## src/rtl/alu_issue_ctrl.sv

```systemverilog
// -----------------------------------------------------------------------------
// alu_issue_ctrl
//
// Sequential front end for the gate-level ALU datapath. It accepts one
// operand/opcode transaction over a valid/ready handshake and registers the
// operands and the 2-bit result-mux select. It then waits SETTLE_CYCLES clock
// cycles for the combinational ALU path to settle. Finally it captures
// result, carry and a zero flag into an output register. That register is
// offered downstream over a second valid/ready handshake.
//
// Ports
//   clk, rst                  clock (rising edge), async active-high reset
//   in_valid / in_ready       upstream handshake
//   in_a, in_b, in_op         operands and operation select, sampled on accept
//   alu_a, alu_b, alu_select  registered operands/select driving the ALU
//   alu_result, alu_carry     combinational ALU outputs, sampled on capture
//   out_valid / out_ready     downstream handshake
//   out_result, out_carry     captured result and carry/borrow
//   out_zero                  1 when the captured result is zero
//   out_op                    select that produced the captured result
// -----------------------------------------------------------------------------
module alu_issue_ctrl #(
    parameter int WIDTH         = 4,
    parameter int SETTLE_CYCLES = 1
) (
    input  logic             clk,
    input  logic             rst,
    input  logic             in_valid,
    output logic             in_ready,
    input  logic [WIDTH-1:0] in_a,
    input  logic [WIDTH-1:0] in_b,
    input  logic [1:0]       in_op,
    output logic [WIDTH-1:0] alu_a,
    output logic [WIDTH-1:0] alu_b,
    output logic [1:0]       alu_select,
    input  logic [WIDTH-1:0] alu_result,
    input  logic             alu_carry,
    output logic             out_valid,
    input  logic             out_ready,
    output logic [WIDTH-1:0] out_result,
    output logic             out_carry,
    output logic             out_zero,
    output logic [1:0]       out_op
);

    localparam int               CNT_W    = 4;
    localparam logic [CNT_W-1:0] CNT_LOAD = CNT_W'(SETTLE_CYCLES - 1);

    // A zero-cycle settle would capture the ALU output on the same edge that
    // launches its operands, so the counter range is enforced at elaboration.
    generate
        if (SETTLE_CYCLES < 1 || SETTLE_CYCLES > 15) begin : g_bad_settle
            $error("alu_issue_ctrl: SETTLE_CYCLES must be in 1..15");
        end
    endgenerate

    typedef enum logic [1:0] {
        ST_IDLE,
        ST_SETTLE,
        ST_HOLD
    } state_t;

    state_t           r_state;
    state_t           w_state_nxt;
    logic [CNT_W-1:0] r_cnt;
    logic             w_accept;
    logic             w_capture;

    // The transfer happens on the edge where both sides agree. in_ready is a
    // function of state and out_ready only, never of in_valid.
    assign w_accept  = in_valid && in_ready;
    assign w_capture = (r_state == ST_SETTLE) && (r_cnt == '0);

    // -------------------------------------------------------------------------
    // Next-state and handshake outputs
    // -------------------------------------------------------------------------
    always_comb begin
        // NOTE: every output of this block gets a default first. Without that,
        // a state that does not assign a signal would infer a latch.
        w_state_nxt = r_state;
        in_ready    = 1'b0;
        out_valid   = 1'b0;

        case (r_state)
            ST_IDLE: begin
                in_ready = 1'b1;
                if (in_valid) begin
                    w_state_nxt = ST_SETTLE;
                end
            end

            ST_SETTLE: begin
                if (r_cnt == '0) begin
                    w_state_nxt = ST_HOLD;
                end
            end

            ST_HOLD: begin
                out_valid = 1'b1;
                // Passing out_ready straight through lets the consuming edge
                // also launch the next transaction.
                in_ready  = out_ready;
                if (out_ready) begin
                    w_state_nxt = in_valid ? ST_SETTLE : ST_IDLE;
                end
            end

            default: begin
                w_state_nxt = ST_IDLE;
            end
        endcase
    end

    // -------------------------------------------------------------------------
    // State register and settle counter
    // -------------------------------------------------------------------------
    always_ff @(posedge clk or posedge rst) begin
        // NOTE: non-blocking assignments in clocked blocks. All registers then
        // update together at the edge, whatever order the blocks run in.
        if (rst) begin
            r_state <= ST_IDLE;
            r_cnt   <= '0;
        end else begin
            r_state <= w_state_nxt;
            if (w_accept) begin
                r_cnt <= CNT_LOAD;
            end else if (r_state == ST_SETTLE && r_cnt != '0) begin
                r_cnt <= r_cnt - 1'b1;
            end
        end
    end

    // -------------------------------------------------------------------------
    // Operand launch registers: they change only on acceptance, so the ALU
    // inputs stay quiet between transactions.
    // -------------------------------------------------------------------------
    always_ff @(posedge clk or posedge rst) begin
        if (rst) begin
            alu_a      <= '0;
            alu_b      <= '0;
            alu_select <= '0;
        end else if (w_accept) begin
            alu_a      <= in_a;
            alu_b      <= in_b;
            alu_select <= in_op;
        end
    end

    // -------------------------------------------------------------------------
    // Result capture registers: they hold the last result while out_valid is 0.
    // -------------------------------------------------------------------------
    always_ff @(posedge clk or posedge rst) begin
        if (rst) begin
            out_result <= '0;
            out_carry  <= 1'b0;
            out_zero   <= 1'b0;
            out_op     <= '0;
        end else if (w_capture) begin
            out_result <= alu_result;
            out_carry  <= alu_carry;
            out_zero   <= (alu_result == '0);
            out_op     <= alu_select;
        end
    end

endmodule
```

## config.mk

```make
export PLATFORM = sky130hd
export DESIGN_NAME = alu_issue_ctrl
export DESIGN_NICKNAME = d
export VERILOG_FILES = /design/src/rtl/alu_issue_ctrl.sv
export SDC_FILE = /design/constraint.sdc
export NUM_CORES = 1
export LEC_CHECK = 0
export CAP_MARGIN = 20
export CORE_UTILIZATION = 46
export CTS_CLUSTER_SIZE = 40
export DETAILED_ROUTE_END_ITERATION = 10
export PLACE_DENSITY = 0.83
export SLEW_MARGIN = 20
export SYNTH_ARGS = -nofsm -noshare
export SYNTH_HDL_FRONTEND = slang
export SYNTH_SLANG_ARGS = --single-unit
```

## constraint.sdc

```tcl
create_clock -name clk -period 5.1 [get_ports clk]
set_clock_uncertainty 0.05 [all_clocks]
set_input_delay 0.51 -clock clk [delete_from_list [all_inputs] [get_ports clk]]
set_output_delay 0.51 -clock clk [all_outputs]
set_load 0.01 [all_outputs]
```

Word-level counts from Yosys, hierarchy flattened
Index checks and enable logic that the tools add are counted.
Operators by class
  add/sub/neg operators: 1
  eq/ne operators: 5
  mux-type cells: 9
  reduce and logical (&&, ||, !) cells: 9
Operators by type and width (number)
  4-bit logical NOT: 2
  4-bit 2-to-1 mux: 2
  2-bit 2-to-1 mux: 3
  2-bit != test (second input constant): 3
  2-bit case mux with 3 select lines: 1
  4-bit nonzero test: 1
  4-bit by 1-bit subtractor with 4-bit output (second input constant): 1
  1-bit logical AND: 3
  3-bit AND reduction: 1
  2-bit by 1-bit == test with 1-bit output (second input constant): 1
  2-bit == test (second input constant): 1
  2-bit logical NOT: 1
  1-bit 2-to-1 mux: 2
  1-bit case mux with 2 select lines: 1
  2-bit nonzero test: 1
Storage, ports and cells
  bits in registers: 24
  bits of input ports: 19

Longest topological paths before layout
Gate-level depths: netlist (run 1).
  word-level depth: 4
  gate-level depth with buffers: 5
  gate-level depth less buffers: 5

Least setup slack after synthesis (run 1)
Ideal clock, no wire load.
  path type: register to register
  start: register r_state[1]
  end: register out_carry
  arrival time: 1.584 ns
  required time: 4.925 ns
  setup slack: 3.341 ns
  stages on the path, launching flop included: 5
  clock period less this slack: 1.759 ns
  cells stage by stage: dfrtp_1 or3b_1 or3b_1 buf_6 mux2_4
Between the ends
  cells in the longest elaborated chain, start to end: 2
RTL lines
  start: declaration: line 63  | state_t r_state;
  start signal: assignment: line 124  | r_state <= w_state_nxt;
  2-bit by 1-bit == test with 1-bit output: line 72  | assign w_capture = (r_state == ST_SETTLE) && (r_cnt == '0);
  1-bit logical AND: line 72
  end signal: assignment: line 160  | out_carry <= alu_carry;
  end: declaration: line 41  | output logic out_carry,
Every way passes these cells.
A chain may end at the register's enable or synchronous reset.

Worst setup path after layout (run 1)
  start: input port out_ready
  end: output port in_ready
Between the ends
  cells in the longest elaborated chain, start to end: 1
RTL lines
  start: declaration: line 39  | input logic out_ready,
  1-bit case mux with 2 select lines: line 84  | case (r_state)
  end: declaration: line 29  | output logic in_ready,
Every way passes these cells.

==> results of run 1 <==
==> logic make-up after synthesis <==
family                     share of synthesized area
and+or+nand+nor                               0.0933
AOI/OAI and AO/OA                             0.0478
adders and majority gates                     0.0239
muxes                                          0.232
buffers and inverters                         0.0287
DFF                                            0.574
==> placed cells by master (no fill, tap or decap) <==
| master | synthesis | routed |
|---|---|---|
| a21oi_1 | 2 | 2 |
| bufinv_16 | 0 | 1 |
| clkbuf_4 | 0 | 3 |
| clkdlybuf4s50_1 | 0 | 38 |
| dfrtp_1 | 24 | 24 |
| ha_1 | 2 | 2 |
| inv_1 | 4 | 4 |
| mux2_2 | 10 | 10 |
| mux2_4 | 8 | 8 |
| mux2i_1 | 1 | 1 |
| nand2b_1 | 2 | 2 |
| nor2_1 | 2 | 2 |
| nor2b_1 | 1 | 1 |
| nor3b_1 | 2 | 2 |
| nor4_1 | 1 | 1 |
| o21ai_0 | 5 | 5 |
| o221ai_1 | 1 | 1 |
| o22ai_1 | 1 | 1 |
| or2_2 | 1 | 1 |
| or2b_1 | 1 | 1 |
| or3_1 | 3 | 3 |
| or3b_1 | 2 | 2 |
==> routing by layer <==
layer / part of all wire / vias to the layer above / track usage
li1: - / 346 / -
met1: 0.42 / 350 / 0.218
met2: 0.50 / 33 / 0.354
met3: 0.079 / 0 / 0.0802
met4: 0 / 0 / 0.0381
met5: 0 / - / 0
==> worst min path at each step <==
| stage | end | slack, ns | depth (start not counted) |
|---|---|---|---|
| 6_report | r_cnt[2]$_DFFE_PP0P_ | 0.47 | 1 |
| 5_1_grt | out_result[1]$_DFFE_PP0P_ | 0.49 | 1 |
| 4_1_cts | out_carry$_DFFE_PP0P_ | 0.48 | 1 |
| 3_5_place_dp | alu_b[1]$_DFFE_PP0P_ | 0.45 | 1 |
| 3_3_place_gp | r_cnt[2]$_DFFE_PP0P_ | 0.44 | 1 |
| 2_1_floorplan | r_cnt[2]$_DFFE_PP0P_ | 0.41 | 1 |
==> worst register-to-register path, stage by stage, from the launching register on <==
cell,delay (ns)
dfrtp_1,0.43
or3b_1,0.43
or3b_1,0.63
mux2_4,0.39
==> through the flow <==
stage / util / std cells / area (um2)
6_report: 0.733 / 142 / 1500
3_5_place_dp: 0.708 / 138 / 1450
3_3_place_gp: 0.708 / 138 / 1450
2_1_floorplan: - / 75 / 1050
4_1_cts: 0.733 / 142 / 1500
5_1_grt: 0.733 / 142 / 1500
==> sequential cells by signal, indices dropped and copies added, names as in the netlist <==
name / flops
out_carry: 1
alu_a: 4
r_cnt: 4
alu_select: 2
out_op: 2
r_state: 2
alu_b: 4
out_zero: 1
out_result: 4
==> cell type report <==
type	count	area [um2]	share of cell area
flip-flops and latches	24	601	0.401
well taps	27	33.8	0.0226
multi-input cells	45	415	0.277
inverters	4	15.0	0.0100
clock inverters	1	30.0	0.0201
repair buffers	38	380	0.254
clock buffers	3	22.5	0.0150
==> power groups by stage <==
| stage | sequential, mW | combinational, mW | clock (mW) |
|---|---|---|---|
| 6_report | 0.338 | 0.455 | 0.134 |
| 5_1_grt | 0.350 | 0.497 | 0.146 |
| 4_1_cts | 0.339 | 0.462 | 0.138 |
| 3_5_place_dp | 0.343 | 0.458 | 0 |
| 3_3_place_gp | 0.337 | 0.446 | 0 |
| 2_1_floorplan | 0.368 | 0.223 | 0 |
==> flow_metrics.py, run 1 <==
metrics = {
    "synth": {
        "synth_top_flop_cell": "dfrtp_1",
        "syn_inst": 75,
        "ys_seq_area_frac": 0.574,
        "synthTopCellsByCount": "dfrtp_1 (24), mux2_2 (10), mux2_4 (8), o21ai_0 (5), inv_1 (4)",
        "synthArstFlopShare": 1.00,
        "syn_area_um2": 1050,
        "yosysTopAreaCell": "dfrtp_1",
        "ys.warnings.count": 0,
        "synth.avg_cell_area_um2": 13.9,
        "synth.ff_latch_count": 24,
        "yosysTopAreaCellShare": 0.574,
        "synth_edf_count": 0,
        "syn_nets": 96,
        "yosysMostFrequentCell": "dfrtp_1",
        "synth_cell_types": 21,
        "synth.top_cells.by_area": "dfrtp_1 (57%), mux2_4 (11%), mux2_2 (11%), ha_1 (2.4%), o21ai_0 (2.4%)",
    },
    "grt": {
        "gr-usage-all-layers": 0.197,
        "antenna_found_initial": 0,
        "grt_first_pass_wirelength_um": 3630,
        "gr-total-overflow": 0,
        "grt_max_degree": 25,
        "grt_pass1_vias": 820,
    },
    "cts": {
        "cts_tree": "yes",
        "holdBufCountCts": 0,
        "cts_max_level": 1,
        "clock_path_buffers": 2,
        "cts.repair.resized": 0,
        "path_clk_slew_ns": 0.12,
        "cts_setup_buffers": 0,
        "clk_latency_ns": 0.31,
        "clkSinkCount": 24,
        "cts_buffers": 3,
        "cts_root_buf": "clkbuf_4",
    },
    "pwr": {
        "comb_power_share": 0.491,
        "swShare": 0.302,
        "p_per_area_nw_per_um2": 619,
        "pwr-share-seq": 0.365,
        "vdd_drop_max_mv": 0.366,
        "p_clk_frac": 0.145,
        "p_leak_nw": 0.658,
        "internal_power_mw": 0.647,
        "p_sw_mw": 0.280,
        "finalPower_mw": 0.927,
    },
    "setup_path": {
        "crit_path_max_fanout": 5,
        "crit_family": "buffers and inverters",
        "cpPeakStageDelay_ns": 0.48,
        "cp.buffers_inverters": 2,
        "slowest_stage": "clkdlybuf4s50_1",
        "cp-start-kind": "input port",
        "r2r_cells": 3,
        "path_depth": 4,
        "startpoint": "out_ready",
        "r2r-start": "r_state[1]$_DFFE_PP0P_",
        "arrival_ns": 1.79,
        "path_class": "input port to output pin",
        "crit_path_end": "in_ready",
        "crit_path_end_kind": "output pin",
        "crit_required_ns": 4.54,
        "r2r_slack_ns": 3.08,
        "worstReg2RegEnd": "out_result[3]$_DFFE_PP0P_",
        "crit_chain": "clkdlybuf4s50_1 -> nor2b_1 -> nor2_1 -> clkdlybuf4s50_1",
        "cpMostUsedCell": "clkdlybuf4s50_1",
    },
    "route": {
        "ant_nets": 0,
        "remaining_drc_errors": 0,
        "drtIter0Drc": 4,
        "wl_per_cell_um": 14.1,
        "drt_first_pass_iters": 3,
        "routed_wirelength_um": 2000,
        "vias": 729,
        "via_per_inst": 5.13,
    },
    "final_layout": {
        "antenna_cells": 0,
        "fill_cells": 161,
        "area_growth_pct": 43.2,
        "drive_gt1_frac": 0.200,
        "nNetsFinal": 137,
    },
    "die": {
        "ioPinCount": 39,
        "die_w_um": 49.7,
        "rows": 16,
        "initial_core_util": 0.512,
        "die-area_um2": 2470,
        "core-area_um2": 2040,
        "die_h_um": 49.7,
    },
    "sta": {
        "relSlewSlack": 0.429,
        "hold_viol": 0,
        "setup_viol": 0,
        "whs_ns": 0.475,
        "fin_crit_ns": 2.35,
        "worstMarginPinSlew_ns": 0.853,
        "post-route-period-util": 0.461,
        "fmax_ghz": 0.425,
        "maxSlewViolCount": 0,
        "layout_setup_ws_ns": 2.75,
        "rsz0062_at_grt": "no",
        "setup-tns-final_ns": 0,
    },
    "flow_run": {
        "cap_violations": 0,
    },
    "hold_path": {
        "hp-class": "flop to flop",
        "min_from": "r_cnt[2]$_DFFE_PP0P_",
    },
    "place": {
        "post-place-ws_ns": 2.71,
        "port_buffers": 38,
        "dp_hpwl_um": 1530,
        "globalplace.congestion": 0.865,
    },
    "run_status": {
        "status": "finished clean",
    },
}
No activity file was read; power rests on OpenSTA's default activity.
==> run 2, diff against run 1 <==
--- a/config.mk
+++ b/config.mk
@@ -6,10 +6,10 @@
 export NUM_CORES = 1
 export LEC_CHECK = 0
 export CAP_MARGIN = 20
-export CORE_UTILIZATION = 46
+export CORE_UTILIZATION = 43
 export CTS_CLUSTER_SIZE = 40
 export DETAILED_ROUTE_END_ITERATION = 10
-export PLACE_DENSITY = 0.83
+export PLACE_DENSITY = 0.78
 export SLEW_MARGIN = 20
 export SYNTH_ARGS = -nofsm -noshare
 export SYNTH_HDL_FRONTEND = slang
==> constraint.sdc (replaced) <==
create_clock -name clk -period 2.2 [get_ports clk]
set_clock_uncertainty 0.05 [all_clocks]
set_input_delay 0.22 -clock clk [delete_from_list [all_inputs] [get_ports clk]]
set_output_delay 0.22 -clock clk [all_outputs]
set_load 0.01 [all_outputs]
==> run 2 against run 1 <==
- final cell count increased by 1.4%
- non-clock buffer count increased by 2
- highest routed layer is now met4
- first-iteration DRC count unchanged
- setup slack got worse by 2.6 ns
- count of clock-buffer cells in the layout unchanged
- worst hold slack got worse by 0.27 ns
- largest power group unchanged
==> flow_metrics.py, run 2 (synthesis results as in run 1) <==
metrics = {
    "sta": {
        "relSlewSlack": 0.415,
        "setup-tns-final_ns": 0,
        "whs_ns": 0.209,
        "fin_crit_ns": 2.01,
        "layout_setup_ws_ns": 0.186,
        "worstMarginPinSlew_ns": 0.874,
        "rsz0062_at_grt": "no",
        "setup_viol": 0,
        "maxSlewViolCount": 0,
        "fmax_ghz": 0.497,
        "hold_viol": 0,
        "post-route-period-util": 0.915,
    },
    "final_layout": {
        "final_cell_mix": "clkdlybuf4s50_1 (38), dfrtp_1 (24), mux2_2 (10), mux2_4 (8), o21ai_0 (5)",
        "drive_gt1_frac": 0.207,
        "fill_cells": 194,
        "stdcell_count": 144,
        "design_area_um2": 1480,
        "nNetsFinal": 139,
        "area_growth_pct": 41.9,
        "antenna_cells": 0,
        "layout_commonest_cell": "clkdlybuf4s50_1",
    },
    "route": {
        "vias": 728,
        "drtIter0Drc": 4,
        "drt_first_pass_iters": 4,
        "routed_wirelength_um": 2040,
        "wl_per_cell_um": 14.2,
        "via_per_inst": 5.06,
        "ant_nets": 0,
        "remaining_drc_errors": 0,
    },
    "cts": {
        "clk_latency_ns": 0.30,
        "holdBufCountCts": 0,
        "clock_path_buffers": 2,
        "cts_buffers": 3,
        "cts.repair.resized": 0,
        "cts_tree": "yes",
        "cts_setup_buffers": 0,
        "cts_root_buf": "clkbuf_4",
        "clkSinkCount": 24,
        "cts_max_level": 1,
        "path_clk_slew_ns": 0.12,
    },
    "grt": {
        "grt_first_pass_wirelength_um": 3410,
        "gr-total-overflow": 0,
        "grt_pass1_vias": 783,
        "antenna_found_initial": 0,
        "gr-usage-all-layers": 0.179,
        "grt_max_degree": 25,
    },
    "die": {
        "core-area_um2": 2250,
        "rows": 17,
        "ioPinCount": 39,
        "initial_core_util": 0.464,
        "die_h_um": 51.3,
        "die_w_um": 51.3,
        "die-area_um2": 2630,
    },
    "place": {
        "globalplace.congestion": 0.800,
        "dp_hpwl_um": 1540,
        "dp_cells": 141,
        "place_area_um2": 1460,
        "port_buffers": 38,
        "post-place-ws_ns": 0.0935,
    },
    "flow_run": {
        "cap_violations": 0,
    },
    "setup_path": {
        "path_class": "flop to flop",
        "arrival_ns": 2.16,
        "cp-start-kind": "flop",
        "crit_path_end_kind": "flop",
        "crit_path_max_fanout": 9,
        "crit_required_ns": 2.35,
    },
    "hold_path": {
        "hp-class": "input port to async pin",
    },
    "pwr": {
        "vdd_drop_max_mv": 0.814,
        "p_leak_nw": 0.654,
        "p_per_area_nw_per_um2": 1370,
    },
    "run_status": {
        "status": "finished clean",
    },
}
-- run 2: cell types whose count changed in the layout (fill, tap and decap cells not counted), sizes merged --
| cell | change |
|---|---|
| bufinv | -1 |
| buf | +2 |
-- run 2: cell type report --
class	count	area, um2	area share
flip-flops and latches	24	601	0.405
multi-input cells	45	415	0.280
repair buffers	40	395	0.266
well taps	28	35.0	0.0236
clock buffers	3	22.5	0.0152
inverters	4	15.0	0.0101
-- run 2: power by group --
| group | switching (mW) | internal [mW] | total (mW) |
|---|---|---|---|
| registers | 0.132 | 0.653 | 0.785 |
| logic | 0.394 | 0.667 | 1.06 |
| clock network | 0.120 | 0.0637 | 0.184 |
-- run 2: path summary, 6_finish.rpt --
| kind | start | end | slack, ns | depth (start not counted) |
|---|---|---|---|---|
| max | r_state[1]$_DFFE_PP0P_ | out_result[2]$_DFFE_PP0P_ | 0.19 | 3 |
| min | rst | alu_b[1]$_DFFE_PP0P_ | 0.21 | 3 |
| max reg2reg | r_state[1]$_DFFE_PP0P_ | out_result[2]$_DFFE_PP0P_ | 0.19 | 3 |
| min reg2reg | r_cnt[2]$_DFFE_PP0P_ | r_cnt[2]$_DFFE_PP0P_ | 0.46 | 1 |
| max in group asynchronous | rst | alu_b[0]$_DFFE_PP0P_ | 1.65 | 3 |
| min in group clk | r_cnt[2]$_DFFE_PP0P_ | r_cnt[2]$_DFFE_PP0P_ | 0.46 | 1 |
-- run 2: routing by layer --
layer  routed length (um)  vias up  global-route usage
met5                    0        -                   0
met4                   14        0              0.0676
met3                  137        2              0.0506
met2                 1010       24               0.309
met1                  883      357               0.208
li1                     -      345                   -
-- run 2: through the flow --
stage               utilization  total power [mW]
finish                    0.658              2.03
global placement          0.648              1.83
floorplan                     -              1.37
global route              0.658              2.17
CTS                       0.658              2.06
detailed placement        0.648              1.87
-- run 2: critical path, stage by stage (launching register included) --
cell and delay [ns]:
dfrtp_1 0.43, or3b_1 0.41, or3b_1 0.63, mux2_4 0.39
